### src/rtl/dmem_resp_pkg.sv
// Shared types and constants for the wait-state data-memory responder.
// Optional parity protection is enabled in dmem_responder with DMEM_PARITY_EN.
package dmem_resp_pkg;

    typedef enum logic [1:0] {
        IDLE = 2'd0,
        WAIT = 2'd1,
        RESP = 2'd2
    } state_e;

    localparam int LATENCY_MIN  = 1;
    localparam int LATENCY_MAX  = 15;
    localparam int CNT_W        = 4;
    localparam int ERR_READDATA = 0;

endpackage

### src/rtl/dmem_responder_wait_counter.sv
// Loadable down-counter that times the wait states between acceptance and response.
// It holds at zero rather than wrapping, so the zero flag stays valid while the FSM reacts.
import dmem_resp_pkg::*;

module wait_counter (
    input  logic             clk,
    input  logic             reset,
    input  logic             load,
    input  logic             en,
    input  logic [CNT_W-1:0] load_value,
    output logic             zero
);

    logic [CNT_W-1:0] cnt;

    always_ff @(posedge clk or negedge reset) begin
        if (!reset) begin
            cnt <= '0;
        end else if (load) begin
            cnt <= load_value;
        end else if (en && (cnt != '0)) begin
            cnt <= cnt - 1'b1;
        end
    end

    assign zero = (cnt == '0);

endmodule

### src/rtl/dmem_responder.sv
// Wait-state data-memory target: answers each CPU request LATENCY edges after acceptance.
// Define DMEM_PARITY_EN to store an even-parity bit per word and flag corrupted reads.
import dmem_resp_pkg::*;

module dmem_responder #(
    parameter int n       = 32,
    parameter int DEPTH   = 64,
    parameter int LATENCY = 2
) (
    input  logic         clk,
    input  logic         reset,
    input  logic         req,
    input  logic         memwrite,
    input  logic [n-1:0] dataadr,
    input  logic [n-1:0] writedata,
    output logic [n-1:0] readdata,
    output logic         ready,
    output logic         err
);

    localparam int AW = $clog2(DEPTH);

    localparam logic [1:0] S_IDLE = IDLE;
    localparam logic [1:0] S_WAIT = WAIT;
    localparam logic [1:0] S_RESP = RESP;

    if ((LATENCY < LATENCY_MIN) || (LATENCY > LATENCY_MAX)) begin : g_bad_latency
        $error("dmem_responder: LATENCY must be within 1..15");
    end

    logic [1:0]    state;
    logic          we_q;
    logic [n-1:0]  adr_q;
    logic [n-1:0]  wdata_q;
    logic          cnt_zero;
    logic          bad;
    logic          finishing;
    logic          commit_write;
    logic [AW-1:0] idx;

    logic [n-1:0]  mem [DEPTH];
`ifdef DMEM_PARITY_EN
    logic          par_mem [DEPTH];
`endif

    wait_counter u_wait_counter (
        .clk        (clk),
        .reset      (reset),
        .load       ((state == S_IDLE) && req),
        .en         (state == S_WAIT),
        .load_value (CNT_W'(LATENCY - 1)),
        .zero       (cnt_zero)
    );

    assign idx          = adr_q[AW+1:2];
    assign bad          = (adr_q[1:0] != 2'b00) || (adr_q[n-1:2] >= (n-2)'(DEPTH));
    assign finishing    = (state == S_WAIT) && cnt_zero;
    assign commit_write = finishing && we_q && !bad;

    // Storage has no reset; an async reset forces state to IDLE, which blocks any pending commit.
    always_ff @(posedge clk) begin
        if (commit_write) begin
            mem[idx] <= wdata_q;
`ifdef DMEM_PARITY_EN
            par_mem[idx] <= ^wdata_q;
`endif
        end
    end

    always_ff @(posedge clk or negedge reset) begin
        if (!reset) begin
            state    <= S_IDLE;
            ready    <= 1'b0;
            err      <= 1'b0;
            readdata <= '0;
            we_q     <= 1'b0;
            adr_q    <= '0;
            wdata_q  <= '0;
        end else begin
            case (state)
                S_IDLE: begin
                    ready <= 1'b0;
                    err   <= 1'b0;
                    if (req) begin
                        we_q    <= memwrite;
                        adr_q   <= dataadr;
                        wdata_q <= writedata;
                        state   <= S_WAIT;
                    end
                end
                S_WAIT: begin
                    if (cnt_zero) begin
                        state <= S_RESP;
                        ready <= 1'b1;
                        if (bad) begin
                            err      <= 1'b1;
                            readdata <= n'(ERR_READDATA);
                        end else if (!we_q) begin
                            readdata <= mem[idx];
`ifdef DMEM_PARITY_EN
                            err      <= (par_mem[idx] != ^mem[idx]);
`else
                            err      <= 1'b0;
`endif
                        end else begin
                            err <= 1'b0;
                        end
                    end
                end
                S_RESP: begin
                    state <= S_IDLE;
                    ready <= 1'b0;
                    err   <= 1'b0;
                end
                default: begin
                    state <= S_IDLE;
                    ready <= 1'b0;
                    err   <= 1'b0;
                end
            endcase
        end
    end

endmodule

### config.mk
export PLATFORM = sky130hd
export DESIGN_NAME = dmem_responder
export DESIGN_NICKNAME = d
export VERILOG_FILES = /design/src/rtl/dmem_resp_pkg.sv /design/src/rtl/dmem_responder_wait_counter.sv /design/src/rtl/dmem_responder.sv
export SDC_FILE = /design/constraint.sdc
export NUM_CORES = 2
export LEC_CHECK = 0
export ABC_AREA = 1
export CORE_MARGIN = 8
export CORE_UTILIZATION = 60
export CTS_BUF_LIST = sky130_fd_sc_hd__clkbuf_16
export DETAILED_ROUTE_END_ITERATION = 6
export DONT_BUFFER_PORTS = 1
export GPL_ROUTABILITY_DRIVEN = 0
export PLACE_DENSITY = 0.76
export SLEW_MARGIN = 20
export SYNTH_ARGS = -nofsm -noshare
export SYNTH_HDL_FRONTEND = slang
export SYNTH_SLANG_ARGS = --single-unit
### constraint.sdc
create_clock -name clk -period 4.3 [get_ports clk]
set_input_delay 1.075 -clock clk [delete_from_list [all_inputs] [get_ports clk]]
set_output_delay 1.075 -clock clk [all_outputs]
set_load 0.03 [all_outputs]
* After elaboration in Yosys (flattened, before gate mapping) *
Memories as Yosys holds them, arrays and structs flattened.
Cells that the tools add are included.

storage, ports and cells
  flip-flop bits (word level) = 105
  RAM bits = 2048
  bits of input ports = 68
  output and inout bits = 34
  word-level logic and storage cells = 44
  memories kept = 1

memories
  name  words  width  rd ports  clocked after memory_dff  wr ports  line                  source
  mem   64     32     1         0                         1         dmem_responder.sv:41  logic [n-1:0] mem [DEPTH];

operators by class
  add/subtract/negate cells = 1
  magnitude comparators = 1
  equal/unequal tests = 4
  muxes and demuxes = 14
  reduce and logical (&&, ||, !) cells = 15

operators by type and width
  operator                                                                              count
  32-bit two-way mux                                                                    2
  30-bit by 7-bit greater-or-equal comparator with 1-bit output, second input constant  1
  4-bit two-way mux                                                                     2
  1-bit two-way mux                                                                     7
  1-bit logical AND                                                                     5
  4-bit logical NOT                                                                     1
  2-bit two-way mux                                                                     2
  2-bit inequality test, second input constant                                          2
  2-bit one-hot mux with 2 select lines                                                 1
  2-bit AND reduction                                                                   2
  2-bit nonzero test                                                                    2
  4-bit nonzero test                                                                    1
  4-bit by 1-bit subtractor with 4-bit output, second input constant                    1
  3-bit AND reduction                                                                   1
  2-bit by 1-bit equality test with 1-bit output, second input constant                 1
  2-bit logical NOT                                                                     1
  2-bit by 1-bit inequality test with 1-bit output, second input constant               1
  1-bit logical NOT                                                                     1
  1-bit logical OR                                                                      1

* Longest topological paths before layout *
  depth in word-level cells = 6
  gate-level depth with buffers = 13
  depth with buffers taken out = 10

* Cells and area by module *
A second synthesis with hierarchy kept.

second synthesis, totals
  cell total of the unflattened synthesis = 6878
  area, all modules = 84421.0 um^2

by module, submodules not included
  module          instances  cells an instance  area an instance (um^2)  sequential area each (um^2)
  dmem_responder  1          6832               84125.7                  64026.4
  wait_counter    1          46                 295.3                    100.1

* Worst setup path before layout *
No wires, ideal clock.

  path type = reg2reg
  start point = register u_wait_counter.cnt[0]
  end point = memory mem[0][0], enable pin
  library setup time = 0.421 ns
  data arrival time = 2.828 ns
  required time = 3.879 ns
  setup slack = 1.051 ns
  cell stages (with the launch flop) = 11
  path buffers = 0
  period minus slack after synthesis = 3.249 ns
  path through = dfrtp_1 -> inv_1 -> ha_1 -> inv_1 -> nor3_2 -> inv_1 -> nor2_2 -> inv_1 -> nor2_4 -> nand3_1 -> nor2_1

between the ends
  longest elaborated chain between the ends = 6

ends and longest elaborated chain
  what                                     line                               source
  start: declaration                       dmem_responder_wait_counter.sv:14  logic [CNT_W-1:0] cnt;
  start signal: assignment                 dmem_responder_wait_counter.sv:20  cnt <= load_value;
  start signal: assignment                 dmem_responder_wait_counter.sv:22  cnt <= cnt - 1'b1;
  4-bit logical NOT                        dmem_responder_wait_counter.sv:26  assign zero = (cnt == '0);
  1-bit logical AND                        dmem_responder.sv:57               assign finishing = (state == S_WAIT) && cnt_zero;
  1-bit logical AND (2 in series)          dmem_responder.sv:58               assign commit_write = finishing && we_q && !bad;
  1-bit two-way mux                        dmem_responder.sv:62               if (commit_write) begin
  1-bit two-way mux (implied by the code)  dmem_responder.sv:63               mem[idx] <= wdata_q;
  end: declaration                         dmem_responder.sv:41

No other way between the ends.

* Final worst setup path *
  start point = register adr_q[2]
  end point = register readdata[9]

between the ends
  longest elaborated chain between the ends = 4
  elaborated cells on any way between the ends = 7
  classes of those cells = order compare (1); eq/ne (1); mux (2); reduce/logical (2); memory (1)

ends and longest elaborated chain
  what                                                               line                  source
  start: declaration                                                 dmem_responder.sv:33  logic [n-1:0] adr_q;
  start signal: assignment                                           dmem_responder.sv:86  adr_q <= dataadr;
  30-bit by 7-bit greater-or-equal comparator with 1-bit output      dmem_responder.sv:56  assign bad = (adr_q[1:0] != 2'b00) || (adr_q[n-1:2] >= (n-2)'(DEPTH));
  1-bit logical OR                                                   dmem_responder.sv:56
  2-bit by 1-bit inequality test with 1-bit output (no source line)  n/a
  3-bit AND reduction (no source line)                               n/a
  end signal: assignment                                             dmem_responder.sv:97  readdata <= n'(ERR_READDATA);
  end signal: assignment                                             dmem_responder.sv:99  readdata <= mem[idx];
  end: declaration                                                   dmem_responder.sv:16  output logic [n-1:0] readdata,

Several ways; a longest one is shown, not always the timed one. The select of a mux whose other input is x is not followed.
A chain may end at the register's enable or synchronous reset.

==> results.txt <==
- The flow ran to the end, and the final reports show no timing, DRC or antenna violations.
- Across the run, the number of max-cap violations was 0.
- Average instance area after synthesis: 12.3 um2
- Yosys top cell area share: 0.728
* Final-report setup violation count: 0
- IR drop worst, VDD: 0.00117 V
- The worst setup path is captured at a flop.
- Once detail routing completed, the nets flagged for antenna violations numbered 0.
* Highest layer used for signal routing: met5
- The routed layout has 54,900 vias.
- Sequential share of the synthesized area: 0.760
- Source of the worst register-to-register timing path: adr_q[2]
* Core area: 140,000 um2
- Synthesis inferred 2,153 register bits.
- The clock tree synthesis step divided the H-tree into 4 levels.
- Detailed-route DRC error count: 0
- Cell taking the most area after synthesis: sky130_fd_sc_hd__edfxtp_1
- By area the synthesized netlist is led by sky130_fd_sc_hd__edfxtp_1, sky130_fd_sc_hd__nand2_1, sky130_fd_sc_hd__nand3_1.
* Number of top-level pins: 102
* Clock transition at the register clock pins on the worst setup and hold paths after CTS: 0.07 ns
* Clock latency of the later-clocked register in the worst-skew pair: 0.83 ns
- Iteration-0 DRC Markers: 8,575
* Library cell with the highest instance count after synthesis: sky130_fd_sc_hd__nand2_1
* GR Overflow Total: 0
- Dominant register cell in the synthesized netlist: sky130_fd_sc_hd__edfxtp_1
- The first global-routing pass estimated 334,000 um of wire.
* Tightest Pin Transition: 1.20 ns
- Crit path required time: 5.05 ns
- Initial cell density of the core: 0.605
* All-layer global routing usage: 0.292
- Synthesized net count: 6,924
- The first TritonRoute pass finished after 6 iterations.
- Clock Path Buffers: 3
- Total clock sinks: 2,153
- Summed over all failing endpoints, the final setup total negative slack is 0 ns.
* Pwr dens: 660 nW/um2
* Worst clock skew: 0.0253 ns
- Synthesis produced 6,855 cells.
* Ratio of cells with drive above 1 in the final layout: 0.0792
* Wire length reported by the detailed router: 227,000 um
- The die covers 153,000 um2.
* Count of fill cells added during filler insertion: 9,409
* Highest attainable clock frequency: 282 MHz
- Number of synthesized flops with an enable pin: 2,048
- Post-DP HPWL: 123,000 um
- Post-layout nets: 6,925
- After detailed routing, the average wire length per cell comes to 25.5 um.
- CTS root buffer: sky130_fd_sc_hd__clkbuf_16
* Met1 WL: 80,800 um
* Minimum clock period: 3.54 ns
* Final Max Tran Viols: 0
- Synth warnings: 0
- Final core utilization: 0.669
- Antenna violations before repair: 7
* Unrepaired setup endpoints after global routing: no
* I/O Buffers: 0
- The path class of the tightest hold or removal check is in2async.
* Crit path DAT: 4.30 ns
- Area grow syn2layout: 10.6%
- The mapped netlist covers 84,400 um2.
* Largest net degree at the start of global routing: 157
* Placement row count: 137
* TritonCTS clock tree: built
* Max Fanout on Critical Path: 156
- Routed met3 length: 29,800 um
- Using the TritonRoute via totals, the vias-per-cell ratio works out to 6.17.
- Origin of the worst setup path: adr_q[2]
- By count the netlist is led by sky130_fd_sc_hd__nand2_1, sky130_fd_sc_hd__edfxtp_1, sky130_fd_sc_hd__nand3_1.
- Hold Fails Final Rpt: 0
- For this run, asynchronously set or reset flops after synthesis account for 0.0488.
- The worst setup path is of the reg2reg kind.
- Wire segments on met2 add up to 104,000 um in the final route.
- The worst setup path is launched from a flop.
- The via count of the first global-routing pass came to 53,300.
- Chip Height: 391 um
* Distinct cell type count after synthesis: 25
- Post-route clock period utilization: 0.823
- In this run, CTS created clock tree buffers numbering 197.
- Die Span X: 391 um
- Measured against its own limit, the worst slew margin works out to 0.198.
- In this run the static leakage power is 0.0335 uW.
per-layer routing:
metal,track usage,up-vias
met5,0,-
met3,0.0636,594
met4,0.146,2
met1,0.397,26400
li1,-,24000
met2,0.450,3910
worst max-delay path: stages, from the launching register on:
cell                      delay [ns]
sky130_fd_sc_hd__dfrtp_4        0.54
sky130_fd_sc_hd__inv_16         0.29
sky130_fd_sc_hd__buf_12         0.35
sky130_fd_sc_hd__buf_4          0.36
sky130_fd_sc_hd__nand2_1        0.10
sky130_fd_sc_hd__nand3_1        0.09
sky130_fd_sc_hd__nand4_1        0.11
sky130_fd_sc_hd__nand2_1        0.09
sky130_fd_sc_hd__nand2_1        0.08
sky130_fd_sc_hd__nor2_1         0.73
sky130_fd_sc_hd__nand3_1        0.17
sky130_fd_sc_hd__nand2_1        0.10
metrics by stage:
stage / cell area [um2] / worst slack [ns] / hold slack (ns) / instances / total power [uW]
after global routing: 93400 / 0.760 / 0.255 / 8893 / 63700
after CTS: 93400 / 1.04 / 0.218 / 8893 / 61200
after detailed placement: 87300 / 1.07 / 0.466 / 8532 / 45100
final: 93400 / 0.760 / 0.223 / 8895 / 61600
after global placement: 87300 / 1.08 / 0.464 / 8532 / 44600
after floorplan: 84400 / 1.05 / 0.450 / 6855 / 38100
path summary, 6_finish.rpt:
path                       slack (ns)          end  depth (start not counted)
setup / recovery                 0.76  readdata[9]                         11
hold / removal                   0.22  readdata[8]                          1
setup reg to reg                 0.76  readdata[9]                         11
hold reg to reg                  0.48    adr_q[17]                          2
max in group asynchronous        3.53     adr_q[2]                          1
min in group clk                 0.36    adr_q[27]                          2
report_power, final:
| part | switching (uW) | leakage (uW) | total [uW] | internal [uW] |
|---|---|---|---|---|
| clock | 7420 | 0.00322 | 16400 | 8970 |
| sequential | 813 | 0.0199 | 26900 | 26100 |
| combinational | 14200 | 0.0104 | 18300 | 4100 |
cell usage in the layout, fill, tap and decap left out, types with 41 or more instances in the layout:
cell type / synthesis / layout
sky130_fd_sc_hd__clkbuf_16: 0 / 201
sky130_fd_sc_hd__nor2_1: 152 / 86
sky130_fd_sc_hd__nand3_1: 1063 / 1063
sky130_fd_sc_hd__nand2_1: 2728 / 2726
sky130_fd_sc_hd__inv_1: 79 / 151
sky130_fd_sc_hd__buf_12: 0 / 50
sky130_fd_sc_hd__clkinv_1: 0 / 41
sky130_fd_sc_hd__edfxtp_1: 2048 / 2048
sky130_fd_sc_hd__buf_4: 68 / 134
sky130_fd_sc_hd__nor2_4: 3 / 70
sky130_fd_sc_hd__dfrtp_1: 105 / 72
sky130_fd_sc_hd__nand4_1: 219 / 219
cell type report:
class                   instances  area [um2]  share of cell area
clock inverters               159         971              0.0104
clock buffers                 201        5030              0.0539
inverters                      86         348             0.00372
well taps                    1876        2350              0.0251
multi-input cells            4233       18500               0.198
repair buffers                185        2030              0.0218
flip-flops and latches       2153       64200               0.687
diodes                          2        5.00           0.0000536
state kept, by name, summed over array words and instances (netlist names):
| name | flops |
|---|---|
| state | 2 |
| ready | 1 |
| err | 1 |
| we_q | 1 |
| wdata_q | 32 |
| mem | 2048 |
| u_wait_counter.cnt | 4 |
| adr_q | 32 |
| readdata | 32 |
logic make-up (layout without fill, tap and decap cells):
family	after synthesis	after routing	synth area share
buf+inv	469	631	0.0281
simple gates	4180	4180	0.209
other cells	0	2	0
flops	2153	2153	0.760
fa+ha+maj	1	1	0.000148
compound gates	52	52	0.00314
timing repair:
item / 4_1_cts / 5_1_grt
hold buffers: 1 / 0
gates resized for setup: 0 / 0
buffers inserted: 0 / 0
endpoints found under the hold margin: 105 / 0
Power figures use the tool's default switching activity.
==> variant, RTL diff (same settings) <==
The package constant `CNT_W` goes from 4 to 6.
--- a/src/rtl/dmem_resp_pkg.sv
+++ b/src/rtl/dmem_resp_pkg.sv
@@ -12,3 +12,3 @@
     localparam int LATENCY_MAX  = 15;
-    localparam int CNT_W        = 4;
+    localparam int CNT_W        = 6;
     localparam int ERR_READDATA = 0;
Check against the original RTL: not settled (the Yosys comparison gave no result); the edit may change what the design does.
==> variant against the original RTL <==
- power increased by 2.6%
- sequential cell count is 2 higher
- sequential share of layout area fell by 0.22 points
- synthesized area is 0.10% higher
- largest cell class unchanged
- worst setup slack is essentially flat
- wire length grew 3.6%
- largest power group unchanged
- sequential power grew 3%
- final area increased by 0.41%
- global-route usage increased by 1.1 points
- clock power is 5% higher
- hold slack got worse by 0.056 ns
- critical endpoint is now mem[7][8]$_DFFE_PP_
==> variant: results (changes against the original RTL) <==
The global router's overall resource usage is 0.303 (was 0.292). The power density over the cells came out at 674 mW/mm2 (was 660 mW/mm2). The total number of multi-input combinational cells came out at 4248 (was 4233).

The global-route track usage on met1 came out at 0.415 (was 0.397). The number of antenna violations at the first check in global routing came out at 10 (was 7). The number of nets in the layout is 6955 (was 6925). The arrival time at the worst endpoint is 3.99 ns (was 4.30 ns).

The highest-delay cell along the critical path is nor3_2 (was nor2_1). The sum of routed wire length over all layers is 235000 um (was 227000 um). The number of vias in the routed layout was 55700 (was 54900). Outcome: complete, no violations (unchanged). The clock tree skew after final layout is 0.0317 ns (was 0.0253 ns).

The total placed cells including tap cells came to 8554 (was 8532). The family of cells with the greatest summed delay on the critical path is buffers and inverters (was simple AND/OR/NAND/NOR gates). The met3 capacity usage during global routing was 0.0885 (was 0.0636). The met2 capacity usage during global routing was 0.453 (was 0.450). The clock buffer instance count of the final layout is 206 (was 201). The standby leakage power came out at 33.8 nW (was 33.5 nW). The non-clock buffering overhead in the final layout came out at 0.0196 (was 0.0218). The number of synthesized register bits is 2155 (was 2153). Synth area leaders: edfxtp_1, nand2_1, nand3_1, dfrtp_1, buf_2 (was edfxtp_1, nand2_1, nand3_1, dfrtp_1, nand4_1). The non-filler instance count after layout is 8935 (was 8895).

The biggest fanout along the worst timing path came out at 30 (was 156). The multi-input combinational cell area was 0.0186 mm2 (was 0.0185 mm2). The count of distinct cell types in the synthesized netlist was 29 (was 25). The count of plain and timing-repair buffers in the layout came out at 190 (was 185). The number of violations reported at the end of detailed-routing iteration 0 came out at 8657 (was 8575). The number of global-route vias before repair came to 53900 (was 53300). The clock tree cell share of total cell area is 0.0682 (was 0.0643). The share of cells above drive strength 1 came out at 0.0843 (was 0.0792).
variant: cell types whose count changed after synthesis, moves of 2 or more:
cell,before,now
clkbuf_1,41,35
nand4_2,0,8
dfrtp_1,105,107
nand2_1,2728,2725
buf_2,269,324
nand3_1,1063,1057
nor2_4,3,0
buf_4,68,24
nor2_1,152,159
o21ai_0,31,50
inv_2,6,8
a21oi_1,0,4
o21ai_1,18,3
inv_1,79,76
variant: stage by stage:
step,hold slack (ns),util,area [um2],setup slack (ns)
6_report,0.167,0.671,93800,0.760
5_1_grt,0.198,0.671,93800,0.735
4_1_cts,0.167,0.671,93800,0.908
3_5_place_dp,0.467,0.625,87300,0.945
2_1_floorplan,0.447,-,84500,1.15
3_3_place_gp,0.466,0.625,87300,1.02
variant: cells by family (layout without fill, tap and decap cells):
logic type | after synthesis | count (layout)
other cells | 0 | 2
fa+ha+maj | 2 | 2
flops | 2155 | 2155
buf+inv | 472 | 654
simple gates | 4187 | 4187
compound gates | 59 | 59
variant: path summary, 6_finish.rpt:
check                                                  startpoint                        to  slack, ns  cells after the start
worst max register to register  u_wait_counter.cnt[0]$_DFFE_PN0P_       mem[7][8]$_DFFE_PP_       0.76                      9
max in group asynchronous                                   reset  readdata[14]$_DFFE_PN0P_       3.61                      1
worst min-delay path                                        reset     adr_q[26]$_DFFE_PN0P_       0.17                      1
min in group clk                                      dataadr[16]     adr_q[16]$_DFFE_PN0P_       0.35                      2
worst min register to register              adr_q[22]$_DFFE_PN0P_     adr_q[22]$_DFFE_PN0P_       0.48                      2
worst max-delay path            u_wait_counter.cnt[0]$_DFFE_PN0P_       mem[7][8]$_DFFE_PP_       0.76                      9
variant: timing repair:
action,CTS,global route
resized for setup,0,0
endpoints found under the hold margin,107,0
hold buffers,1,0
